## src/rtl/spectrum_pkg.sv

```systemverilog
// Shared defaults and state encoding for the spectrum frame fetch block.
package spectrum_pkg;

    localparam int unsigned DEF_N_BINS = 256;
    localparam int unsigned DEF_ADDR_W = 8;
    localparam int unsigned DEF_DATA_W = 16;

    typedef enum logic [1:0] {
        IDLE  = 2'd0,
        FETCH = 2'd1,
        DRAIN = 2'd2
    } fetch_state_t;

endpackage

```

## src/rtl/spectrum_frame_fetch.sv

```systemverilog
// Arbitrates the spectrum magnitude RAM between the FFT writer and a per-frame
// snapshot copy of all bins into the display line buffer.
module spectrum_frame_fetch
    import spectrum_pkg::*;
#(
    parameter int unsigned N_BINS = DEF_N_BINS,
    parameter int unsigned ADDR_W = DEF_ADDR_W,
    parameter int unsigned DATA_W = DEF_DATA_W
) (
    input  logic              clk_pix,
    input  logic              rst_pix,
    input  logic              frame,
    input  logic              fetch_en,
    input  logic              wr_req,
    input  logic [ADDR_W-1:0] wr_addr,
    input  logic [DATA_W-1:0] wr_data,
    output logic              wr_ack,
    output logic              ram_en,
    output logic              ram_we,
    output logic [ADDR_W-1:0] ram_addr,
    output logic [DATA_W-1:0] ram_wdata,
    input  logic [DATA_W-1:0] ram_rdata,
    output logic              lb_we,
    output logic [ADDR_W-1:0] lb_addr,
    output logic [DATA_W-1:0] lb_data,
    output logic              fetch_busy,
    output logic              fetch_done,
    output logic              overrun
);

    localparam logic [ADDR_W-1:0] LAST_BIN = ADDR_W'(N_BINS - 1);

    fetch_state_t      state;
    logic [ADDR_W-1:0] bin_cnt;

    assign lb_data = ram_rdata;

    always_ff @(posedge clk_pix) begin
        if (rst_pix) begin
            state      <= IDLE;
            bin_cnt    <= '0;
            wr_ack     <= 1'b0;
            ram_en     <= 1'b0;
            ram_we     <= 1'b0;
            ram_addr   <= '0;
            ram_wdata  <= '0;
            lb_we      <= 1'b0;
            lb_addr    <= '0;
            fetch_busy <= 1'b0;
            fetch_done <= 1'b0;
            overrun    <= 1'b0;
        end else begin
            // Read data arrives one cycle after the address, so the line-buffer
            // strobe and address trail the RAM read by one cycle.
            lb_we      <= (state == FETCH);
            lb_addr    <= ram_addr;
            fetch_done <= (state == FETCH) && (bin_cnt == LAST_BIN);

            if (frame && (state != IDLE))
                overrun <= 1'b1;

            case (state)
                IDLE: begin
                    if (frame && fetch_en) begin
                        state      <= FETCH;
                        fetch_busy <= 1'b1;
                        bin_cnt    <= '0;
                        ram_en     <= 1'b1;
                        ram_we     <= 1'b0;
                        ram_addr   <= '0;
                        wr_ack     <= 1'b0;
                    end else if (wr_req && !wr_ack) begin
                        ram_en    <= 1'b1;
                        ram_we    <= 1'b1;
                        ram_addr  <= wr_addr;
                        ram_wdata <= wr_data;
                        wr_ack    <= 1'b1;
                    end else begin
                        ram_en <= 1'b0;
                        ram_we <= 1'b0;
                        wr_ack <= 1'b0;
                    end
                end
                FETCH: begin
                    if (bin_cnt == LAST_BIN) begin
                        state   <= DRAIN;
                        bin_cnt <= '0;
                        ram_en  <= 1'b0;
                    end else begin
                        bin_cnt  <= bin_cnt + 1'b1;
                        ram_addr <= bin_cnt + 1'b1;
                    end
                end
                DRAIN: begin
                    state      <= IDLE;
                    fetch_busy <= 1'b0;
                end
                default: begin
                    state      <= IDLE;
                    fetch_busy <= 1'b0;
                    ram_en     <= 1'b0;
                    ram_we     <= 1'b0;
                end
            endcase
        end
    end

endmodule

```

## config.mk

```make
export PLATFORM = sky130hd
export DESIGN_NAME = spectrum_frame_fetch
export DESIGN_NICKNAME = d
export VERILOG_FILES = /design/src/rtl/spectrum_pkg.sv /design/src/rtl/spectrum_frame_fetch.sv
export SDC_FILE = /design/constraint.sdc
export NUM_CORES = 1
export LEC_CHECK = 0
export CAP_MARGIN = 25
export CORE_MARGIN = 3
export CORE_UTILIZATION = 37
export DETAILED_ROUTE_END_ITERATION = 8
export PLACE_DENSITY = 0.75
export SETUP_SLACK_MARGIN = 0.5
export SYNTH_ARGS = -nofsm -noshare
export SYNTH_HDL_FRONTEND = slang
export SYNTH_SLANG_ARGS = --single-unit
```

## constraint.sdc

```tcl
create_clock -name clk_pix -period 1.71 [get_ports clk_pix]
set_clock_uncertainty 0.1 [all_clocks]
set_input_delay 0.4275 -clock clk_pix [delete_from_list [all_inputs] [get_ports clk_pix]]
set_output_delay 0.4275 -clock clk_pix [all_outputs]
set_load 0.02 [all_outputs]
```

==> out/results.ini, run 1 <==
[cts]
clk_latency_ps=310
clk_pin_slew_ps=100
clock-sinks=49
cts.hold.buffers_added=0
ctsHtreeMaxLevel=2
cts_buffers=5
tritoncts=done
cts.path.max_buffers=2
cts_root_buf=clkbuf_8

[run]
drv_cap=0

[grt]
grt-ovfl-total=0
grt_use_total_pct=18.9
grt_pass1_wl_um=10900
antenna_found_initial=1
grt_pass1_vias=2238
grt_max_degree=18

[yosys]
netlist.area_leader.share_pct=44.2
synth-seq-area-share_pct=44.2
netlist_area_sq_mm=0.00222
yosysWarnings=0
synthArstFlopShare_pct=0
syn-num-nets=316
yosys.area.top_type=dfxtp_1
synth_edf_count=0
synth_flop_cell=dfxtp_1
yosys-top-cells-area=dfxtp_1 (44%), nand2_1 (8.3%), a21oi_1 (7.2%)
synthDistinctLibCells=44
ys_ff_latch=49
avgSynthCellArea_sq_um=8.31
syn-instance-count=267

[setup_path]
cp-start-kind=flip-flop
crit_slowest_cell=dfxtp_2
crit_type=flip-flop to flip-flop
worst_ep_arrival_time_ps=1900
path_cells=inv_2, ha_4, a21bo_4, buf_12, nor2_4, clkbuf_16, nand2_4, a21oi_2
critPathCaptureType=flip-flop
critPathMaxStageDelay_ps=350
worstSetupStartpoint=state[0]
required_ps=1860
r2r_end=ram_wdata[4]
r2r_slack_ps=-40
r2r_start=state[0]
worstPathMaxFanout=8
reg2reg_depth=8

[hold_path]
hold_path_class=flip-flop to flip-flop
hold_path.startpoint=ram_wdata[13]
hold_end=ram_wdata[13]
min_path_cells=2

[finish]
synthToLayoutAreaGrowth_pct=76.3
fin_nets=413
drive_gt1_share_pct=59.7

[die]
core_sq_mm=0.00564
die_y_um=83.5
start_util_pct=39.3
rows=27
dieArea_sq_mm=0.00696
boundaryPins=100
die-width_um=83.5

[place]
port_buffers=67
dp_hpwl_um=4460
gp_congestion=0.855
pre_cts_slack_ps=-394

[detailed_routing]
first_pass_iters=5
drt_iter0_markers=171
drc=0
drt-total-wl_um=8180
viasPerCell=5.50
wl_per_cell_um=18.7
drtAntennaViolNets=0
vias=2408

[timing]
timing.final.crit_share_pct=102
grt_setup_unrepaired=yes
relSlewSlack_pct=77.2
worst_hold_slack_ps=368
final.min_clock_period_ps=1750
finalMaxSlewViolations=0
hold_viol_final=0
max_freq_mhz=571
worst_slew_pin_slew_ps=338
setup_tns_ps=-284
fin_ws_ps=-40.4
setup_viol=11

[pwr]
powerDensity_mw_per_mm2=749
p_leak_nw=1.57
irDropWorstVdd_mv=0.760

[outcome]
violations=negative setup slack
status=finished, violations left

==> cell usage in the layout (no fill, tap or decap), drive strengths merged, types with 5 or more instances in the layout <==
master         netlist  routed
nand3                6       6
buf                 24      92
a31oi                7       7
clkbuf               9       7
clkdlybuf4s50        0      24
dfxtp               49      49
nor2                15      15
a21oi               33      33
nand2               49      50
inv                  5       6
nand4                5       5
o21ai               10      10
nor2b               10      10
==> through the flow <==
step / std cells / instance area [sq um] / total power (W) / utilization (%)
after floorplan: 267 / 2420 / 0.00169 / -
after global placement: 395 / 3090 / 0.00191 / 54.8
after detailed placement: 395 / 3090 / 0.00192 / 54.8
after CTS: 426 / 3590 / 0.00279 / 63.6
after global routing: 438 / 3910 / 0.00303 / 69.4
final: 438 / 3910 / 0.00293 / 69.4
==> per-layer routing <==
layer  wire length, um  track usage, %
met5                 0               0
met4               341            5.99
met3               575            4.84
met1              3130            23.1
met2              4140            32.6
==> worst max-delay path: cells and delay by family (launching register included) <==
family | cells | cell delay, ps
AO/OA/AOI/OAI | 2 | 390
adder cells (fa/ha/maj) | 1 | 180
buffers and inverters | 3 | 430
flip-flops | 1 | 350
AND/OR/NAND/NOR | 2 | 220
==> cells in the mapped netlist (2+ instances only) <==
library cell / instances
dfxtp_1: 49
mux2i_1: 2
nand2b_1: 2
ha_1: 4
inv_1: 5
buf_2: 4
a31oi_1: 7
xnor2_1: 3
nor2b_1: 10
o21ai_0: 10
nand2_1: 49
nor2_1: 14
buf_4: 17
a211oi_1: 4
nor3_1: 4
buf_6: 2
nand3_1: 6
a22oi_1: 4
nand4_1: 5
clkbuf_1: 9
a311oi_1: 3
a21oi_1: 32
==> what timing repair did <==
action | CTS | global route
buffers inserted | 23 | 9
cloned | 0 | 2
pin swaps | 15 | 32
hold endpoints to repair | 0 | 0
setup endpoints to repair | 82 | 78
gates resized for setup | 304 | 59
==> area by class of cell <==
| class | instances | area, sq um |
|---|---|---|
| Fill cell | 391 | 1730 |
| Multi-Input combinational cell | 181 | 1420 |
| Timing Repair Buffer | 122 | 1230 |
| Sequential cell | 49 | 1040 |
| Tap cell | 72 | 90.1 |
| Clock buffer | 5 | 68.8 |
| Inverter | 5 | 28.8 |
| Clock inverter | 3 | 26.3 |
| Antenna cell | 1 | 2.50 |
==> worst max-delay path by stage <==
stage                   end  slack [ps]
3_5_place_dp    ram_addr[1]        -390
4_1_cts         ram_addr[5]          70
5_1_grt         ram_addr[0]        -110
2_1_floorplan    bin_cnt[5]          20
6_report       ram_wdata[4]         -40
3_3_place_gp         ram_en        -310
==> power breakdown <==
part / internal (W) / leakage (nW) / switching (W)
logic: 0.000476 / 1.11 / 0.000449
clock network: 0.000298 / 0.0423 / 0.000425
registers: 0.00123 / 0.420 / 0.0000544
total: 0.00200 / 1.57 / 0.000929
==> state kept, by name, summed over array words and instances, names as in the netlist, 2 cells and up <==
name       flops
ram_wdata     16
bin_cnt        8
ram_addr       8
state          2
lb_addr        8
==> cell families (layout without fill, tap and decap cells) <==
family / after synthesis / in the layout / share of synthesized area, %
compound gates: 70 / 70 / 19.4
buf+inv: 38 / 135 / 10.2
simple gates: 100 / 101 / 21.3
flops: 49 / 49 / 44.2
xor+xnor: 3 / 3 / 1.18
fa+ha+maj: 4 / 4 / 2.25
other cells: 0 / 1 / 0
mux: 3 / 3 / 1.41
Power figures use the tool's default switching activity.
==> run 2, diff against run 1 <==
--- a/config.mk
+++ b/config.mk
@@ -9,8 +9,10 @@
 export CORE_MARGIN = 3
 export CORE_UTILIZATION = 37
 export DETAILED_ROUTE_END_ITERATION = 8
+export GPL_TIMING_DRIVEN = 0
 export PLACE_DENSITY = 0.75
 export SETUP_SLACK_MARGIN = 0.5
+export SLEW_MARGIN = 40
 export SYNTH_ARGS = -nofsm -noshare
 export SYNTH_HDL_FRONTEND = slang
 export SYNTH_SLANG_ARGS = --single-unit
==> run 2 against run 1 <==
Effect of this change: the flow still finishes with violations (negative setup slack); die area unchanged; hold slack got worse by 4.5 ps; clock power increased by 20%; sequential share of layout area decreased by 2.5 points; largest power group unchanged.
==> out/results.ini, run 2 (same netlist as run 1, synthesis figures left out) <==
[die]
start_util_pct=39.3  ; unchanged
die-width_um=83.5  ; unchanged
dieArea_sq_mm=0.00696  ; unchanged
die_y_um=83.5  ; unchanged
rows=27  ; unchanged
boundaryPins=100  ; unchanged
core_sq_mm=0.00564  ; unchanged

[cts]
ctsHtreeMaxLevel=2  ; unchanged
clk_pin_slew_ps=90  ; about the same
cts.path.max_buffers=2  ; unchanged
tritoncts=done
clk_latency_ps=310  ; about the same
cts_root_buf=clkbuf_8
cts.hold.buffers_added=0  ; unchanged
clock-sinks=49  ; unchanged
cts_buffers=5  ; unchanged

[pwr]
internal_power_w=0.00225  ; +12%
p_sw_w=0.000930  ; +0.15%
p_leak_nw=1.79  ; +14%
fin_total_pwr_w=0.00318  ; +8.5%
p_clk_share_pct=27.2  ; +2.5 points
powerDensity_mw_per_mm2=736  ; -1.7%
irDropWorstVdd_mv=0.369  ; -51%
pwr-share-comb_pct=32.6  ; +1.0 points
pwr-share-seq_pct=40.2  ; -3.5 points
swShare_pct=29.3  ; -2.5 points

[place]
dp_hpwl_um=4590  ; +2.9%
place_inst=422  ; +6.8%
gp_congestion=0.900  ; +5.4%
detailed_place.area_sq_mm=0.00334  ; +8.3%
port_buffers=83  ; +24%

[finish]
diodes=0  ; -1
final_cell_area_sq_mm=0.00432  ; +10%
fin_nets=457  ; +11%
top_register=ram_wdata
drive_gt1_share_pct=66.3  ; +6.5 points
final_cells=481  ; +9.8%
synthToLayoutAreaGrowth_pct=94.6
layout_commonest_cell=buf_6
n_fill_cell=363  ; -7.2%
post-route-util_pct=76.6  ; +7.2 points
layout.cells.most_common_list=buf_6 (70), buf_4 (58), dfxtp_2 (40)
largest_reg_flops=16  ; unchanged

[grt]
grt_pass1_wl_um=11300  ; +3.5%
grt_max_degree=15  ; -3
grt_use_total_pct=19.8  ; +0.85 points
grt-ovfl-total=0  ; unchanged
grt_pass1_vias=2309  ; +3.2%
antenna_found_initial=0  ; -1

[hold_path]
hold_path_class=flip-flop to flip-flop
min_path_cells=2  ; unchanged
hold_end=ram_wdata[0]
hold_path.startpoint=ram_wdata[0]

[timing]
final.min_clock_period_ps=1740  ; -9.37 ps
setup_viol=5  ; -6
max_freq_mhz=574  ; +0.54%
finalMaxSlewViolations=0  ; unchanged
worst_slew_pin_slew_ps=344  ; +5.84 ps
timing.final.crit_share_pct=102  ; -0.55 points
worst_hold_slack_ps=363  ; -4.54 ps
hold_viol_final=0  ; unchanged
grt_setup_unrepaired=yes
fin_ws_ps=-31.0  ; +9.37 ps
relSlewSlack_pct=77.1  ; -0.15 points

[run]
drv_cap=0  ; unchanged

[outcome]
status=finished, violations left
violations=negative setup slack

[setup_path]
critPathCaptureType=flip-flop
reg2reg_depth=8  ; unchanged
worstPathMaxFanout=7  ; -1
r2r_slack_ps=-30  ; about the same
r2r_end=ram_addr[5]
worst_ep_arrival_time_ps=1860  ; -40 ps
crit_type=flip-flop to flip-flop
r2r_start=state[1]
required_ps=1830  ; -30 ps
cp-start-kind=flip-flop

[detailed_routing]
first_pass_iters=5  ; unchanged
drt-total-wl_um=8480  ; +3.7%
vias=2602  ; +8.1%
viasPerCell=5.41  ; -1.6%
drt_iter0_markers=190  ; +11%
drc=0  ; unchanged
wl_per_cell_um=17.6  ; -5.6%
drtAntennaViolNets=0  ; unchanged

run 2: how the worst max path moves through the flow:
stage                       end  startpoint  slack, ps  cells past startpoint
finish              ram_addr[5]    state[1]        -30                      8
detailed placement   bin_cnt[4]       frame       -570                      6
global placement     bin_cnt[4]       frame       -520                      6
CTS                  bin_cnt[5]  bin_cnt[0]          3                      6
global route        ram_addr[3]    state[1]       -110                      8
floorplan            bin_cnt[5]  bin_cnt[0]         20                      6
run 2: layout make-up:
class / count / area, sq um / area share (%)
flip-flops and latches: 49 / 1040 / 24.1
plain buffers: 33 / 313 / 7.24
repair buffers: 134 / 1310 / 30.3
clock inverters: 1 / 30.0 / 0.695
clock buffers: 7 / 86.3 / 2.00
multi-input cells: 180 / 1420 / 32.9
well taps: 72 / 90.1 / 2.09
inverters: 5 / 28.8 / 0.666
run 2: power by group through the flow:
stage               registers (W)  clock network [W]  logic [W]
finish                    0.00128           0.000865    0.00104
global route              0.00129           0.000926    0.00109
CTS                       0.00128           0.000864   0.000871
detailed placement        0.00128                  0   0.000716
global placement          0.00128                  0   0.000707
floorplan                 0.00137                  0   0.000323
run 2: per-layer routing:
layer / wire, um / global-route usage, %
met5: 0 / 0
met4: 312 / 7.75
met3: 527 / 4.84
met2: 4350 / 34.0
met1: 3290 / 23.7
run 2: repair_timing:
item | 4_1_cts | 5_1_grt
setup buffers | 38 | 11
gates cloned | 2 | 0
setup endpoints to repair | 103 | 97
gates resized for setup | 376 | 97
pin swaps | 21 | 33
run 2: worst max-delay path, cell delays in order, from the launching register on:
cell and delay (ps):
dfxtp_2 340, inv_4 70, ha_4 130, clkbuf_16 140, nand4_1 170, buf_4 220, o22ai_4 160, nor2_4 100
a311oi_2 210
run 2: through the flow:
| stage | worst slack [ps] | setup TNS (ps) |
|---|---|---|
| after floorplan | 19.6 | 0 |
| after global placement | -521 | -11050 |
| after detailed placement | -566 | -12560 |
| after CTS | 2.67 | 0 |
| after global routing | -105 | -800 |
| final | -31.0 | -72.3 |
==> run 3, diff against run 2 <==
--- a/config.mk
+++ b/config.mk
@@ -11,6 +11,7 @@
 export DETAILED_ROUTE_END_ITERATION = 8
 export GPL_TIMING_DRIVEN = 0
 export PLACE_DENSITY = 0.75
+export RECOVER_POWER = 25
 export SETUP_SLACK_MARGIN = 0.5
 export SLEW_MARGIN = 40
 export SYNTH_ARGS = -nofsm -noshare
==> run 3 against run 2 <==
Effect of this change: the run still ends with negative setup slack left; combinational power about the same; hold slack did not move; global-route usage unchanged; critical path depth unchanged; total power barely moved; via count is the same; critical endpoint unchanged; largest cell class unchanged.
==> out/results.ini, run 3 (same netlist as run 1, synthesis figures left out) <==
[pwr]
p_clk_share_pct=27.2  ; about the same
p_leak_nw=1.79  ; about the same
pwr-share-comb_pct=32.6  ; about the same
pwr-share-seq_pct=40.2  ; about the same
swShare_pct=29.3  ; about the same
fin_total_pwr_w=0.00318  ; about the same
internal_power_w=0.00225  ; about the same
irDropWorstVdd_mv=0.369  ; unchanged
powerDensity_mw_per_mm2=736  ; about the same
p_sw_w=0.000930  ; unchanged

[hold_path]
hold_path.startpoint=ram_wdata[0]
hold_end=ram_wdata[0]
hold_path_class=flip-flop to flip-flop
min_path_cells=2  ; unchanged

[place]
detailed_place.area_sq_mm=0.00334  ; unchanged
gp_congestion=0.900  ; unchanged
dp_hpwl_um=4590  ; unchanged
port_buffers=83  ; unchanged

[finish]
post-route-util_pct=76.6  ; about the same
diodes=0  ; unchanged
layout.cells.most_common_list=buf_6 (70), buf_4 (58), dfxtp_2 (39)
synthToLayoutAreaGrowth_pct=94.6  ; about the same
drive_gt1_share_pct=66.0  ; -0.24 points
top_register=ram_wdata
final_cell_area_sq_mm=0.00432  ; about the same
largest_reg_flops=16  ; unchanged
layout_commonest_cell=buf_6
fin_nets=457  ; unchanged

[cts]
ctsHtreeMaxLevel=2  ; unchanged
cts.path.max_buffers=2  ; unchanged
clk_pin_slew_ps=90  ; about the same
clock-sinks=49  ; unchanged
cts_buffers=5  ; unchanged
clk_latency_ps=310  ; about the same
tritoncts=done
cts.hold.buffers_added=0  ; unchanged
cts_root_buf=clkbuf_8

[setup_path]
worstPathMaxFanout=7  ; unchanged
worst_ep_arrival_time_ps=1860  ; about the same
r2r_end=ram_addr[5]
reg2reg_depth=8  ; unchanged
crit_type=flip-flop to flip-flop
critPathCaptureType=flip-flop
cp-start-kind=flip-flop
required_ps=1830  ; about the same
r2r_start=state[1]
r2r_slack_ps=-30  ; about the same

[detailed_routing]
drt-total-wl_um=8480  ; unchanged
vias=2602  ; unchanged
drtAntennaViolNets=0  ; unchanged
wl_per_cell_um=17.6  ; unchanged
drt_iter0_markers=190  ; unchanged
drc=0  ; unchanged
viasPerCell=5.41  ; unchanged
first_pass_iters=5  ; unchanged

[outcome]
status=finished, violations left
violations=negative setup slack

[die]
start_util_pct=39.3  ; unchanged
boundaryPins=100  ; unchanged
dieArea_sq_mm=0.00696  ; unchanged
die-width_um=83.5  ; unchanged
core_sq_mm=0.00564  ; unchanged
die_y_um=83.5  ; unchanged
rows=27  ; unchanged

[run]
drv_cap=0  ; unchanged

[timing]
hold_viol_final=0  ; unchanged
finalMaxSlewViolations=0  ; unchanged
setup_tns_ps=-70.0  ; +2.30 ps
worst_slew_pin_slew_ps=344  ; unchanged
max_freq_mhz=574  ; unchanged
timing.final.crit_share_pct=102  ; unchanged
grt_setup_unrepaired=yes
fin_ws_ps=-31.0  ; unchanged
setup_viol=5  ; unchanged
worst_hold_slack_ps=363  ; unchanged
relSlewSlack_pct=77.1  ; unchanged
final.min_clock_period_ps=1740  ; unchanged

[grt]
grt_pass1_wl_um=11300  ; unchanged
grt_use_total_pct=19.8  ; unchanged
antenna_found_initial=0  ; unchanged
grt-ovfl-total=0  ; unchanged
grt_max_degree=15  ; unchanged
grt_pass1_vias=2309  ; unchanged

## run 3: cell count changes in the layout (fill, tap and decap cells not counted)
| cell | change |
|---|---|
| dfxtp_1 | +1 |
| dfxtp_2 | -1 |
## run 3: metrics by stage
stage	setup WS [ps]	std cells
6_report	-31.0	481
5_1_grt	-105	481
4_1_cts	2.67	470
3_5_place_dp	-566	422
3_3_place_gp	-521	422
2_1_floorplan	19.6	267
## run 3: worst max-delay path by stage
stage | start | endpoint | depth (start not counted)
5_1_grt | state[1] | ram_addr[3] | 8
3_5_place_dp | frame | bin_cnt[4] | 6
6_report | state[1] | ram_addr[5] | 8
4_1_cts | bin_cnt[0] | bin_cnt[5] | 6
2_1_floorplan | bin_cnt[0] | bin_cnt[5] | 6
3_3_place_gp | frame | bin_cnt[4] | 6
## run 3: worst max-delay path, stage by stage, from the launching register on
cell	delay (ps)
dfxtp_2	340
inv_4	70
ha_4	130
clkbuf_16	140
nand4_1	170
buf_4	220
o22ai_4	160
nor2_4	100
a311oi_2	210
## run 3: final cells by class
cell class | instances | area, sq um
fill | 364 | 1320
clock inverter | 1 | 30.0
inverter | 5 | 28.8
tap | 72 | 90.1
buffer | 33 | 313
clock buffer | 7 | 86.3
multi-input combinational | 180 | 1420
sequential | 49 | 1040
timing repair buffer | 134 | 1310
## run 3: repair_timing
item,4_1_cts,5_1_grt
resized for setup,376,97
pin swaps,21,33
setup endpoints to repair,103,97
gates cloned,2,0
setup buffers,38,11
## run 3: power groups by stage
stage               clock network (W)  registers [W]  logic [W]
global route                 0.000926        0.00129    0.00109
detailed placement                  0        0.00128   0.000716
CTS                          0.000864        0.00128   0.000871
finish                       0.000865        0.00128    0.00104
floorplan                           0        0.00137   0.000323
global placement                    0        0.00128   0.000707
## run 3: routing by layer
metal / wire length, um / track usage (%) / up-vias
met4: 312 / 7.75 / 0
met5: 0 / 0 / -
met1: 3290 / 23.7 / 1260
met2: 4350 / 34.0 / 112
li1: - / - / 1201
met3: 527 / 4.84 / 29
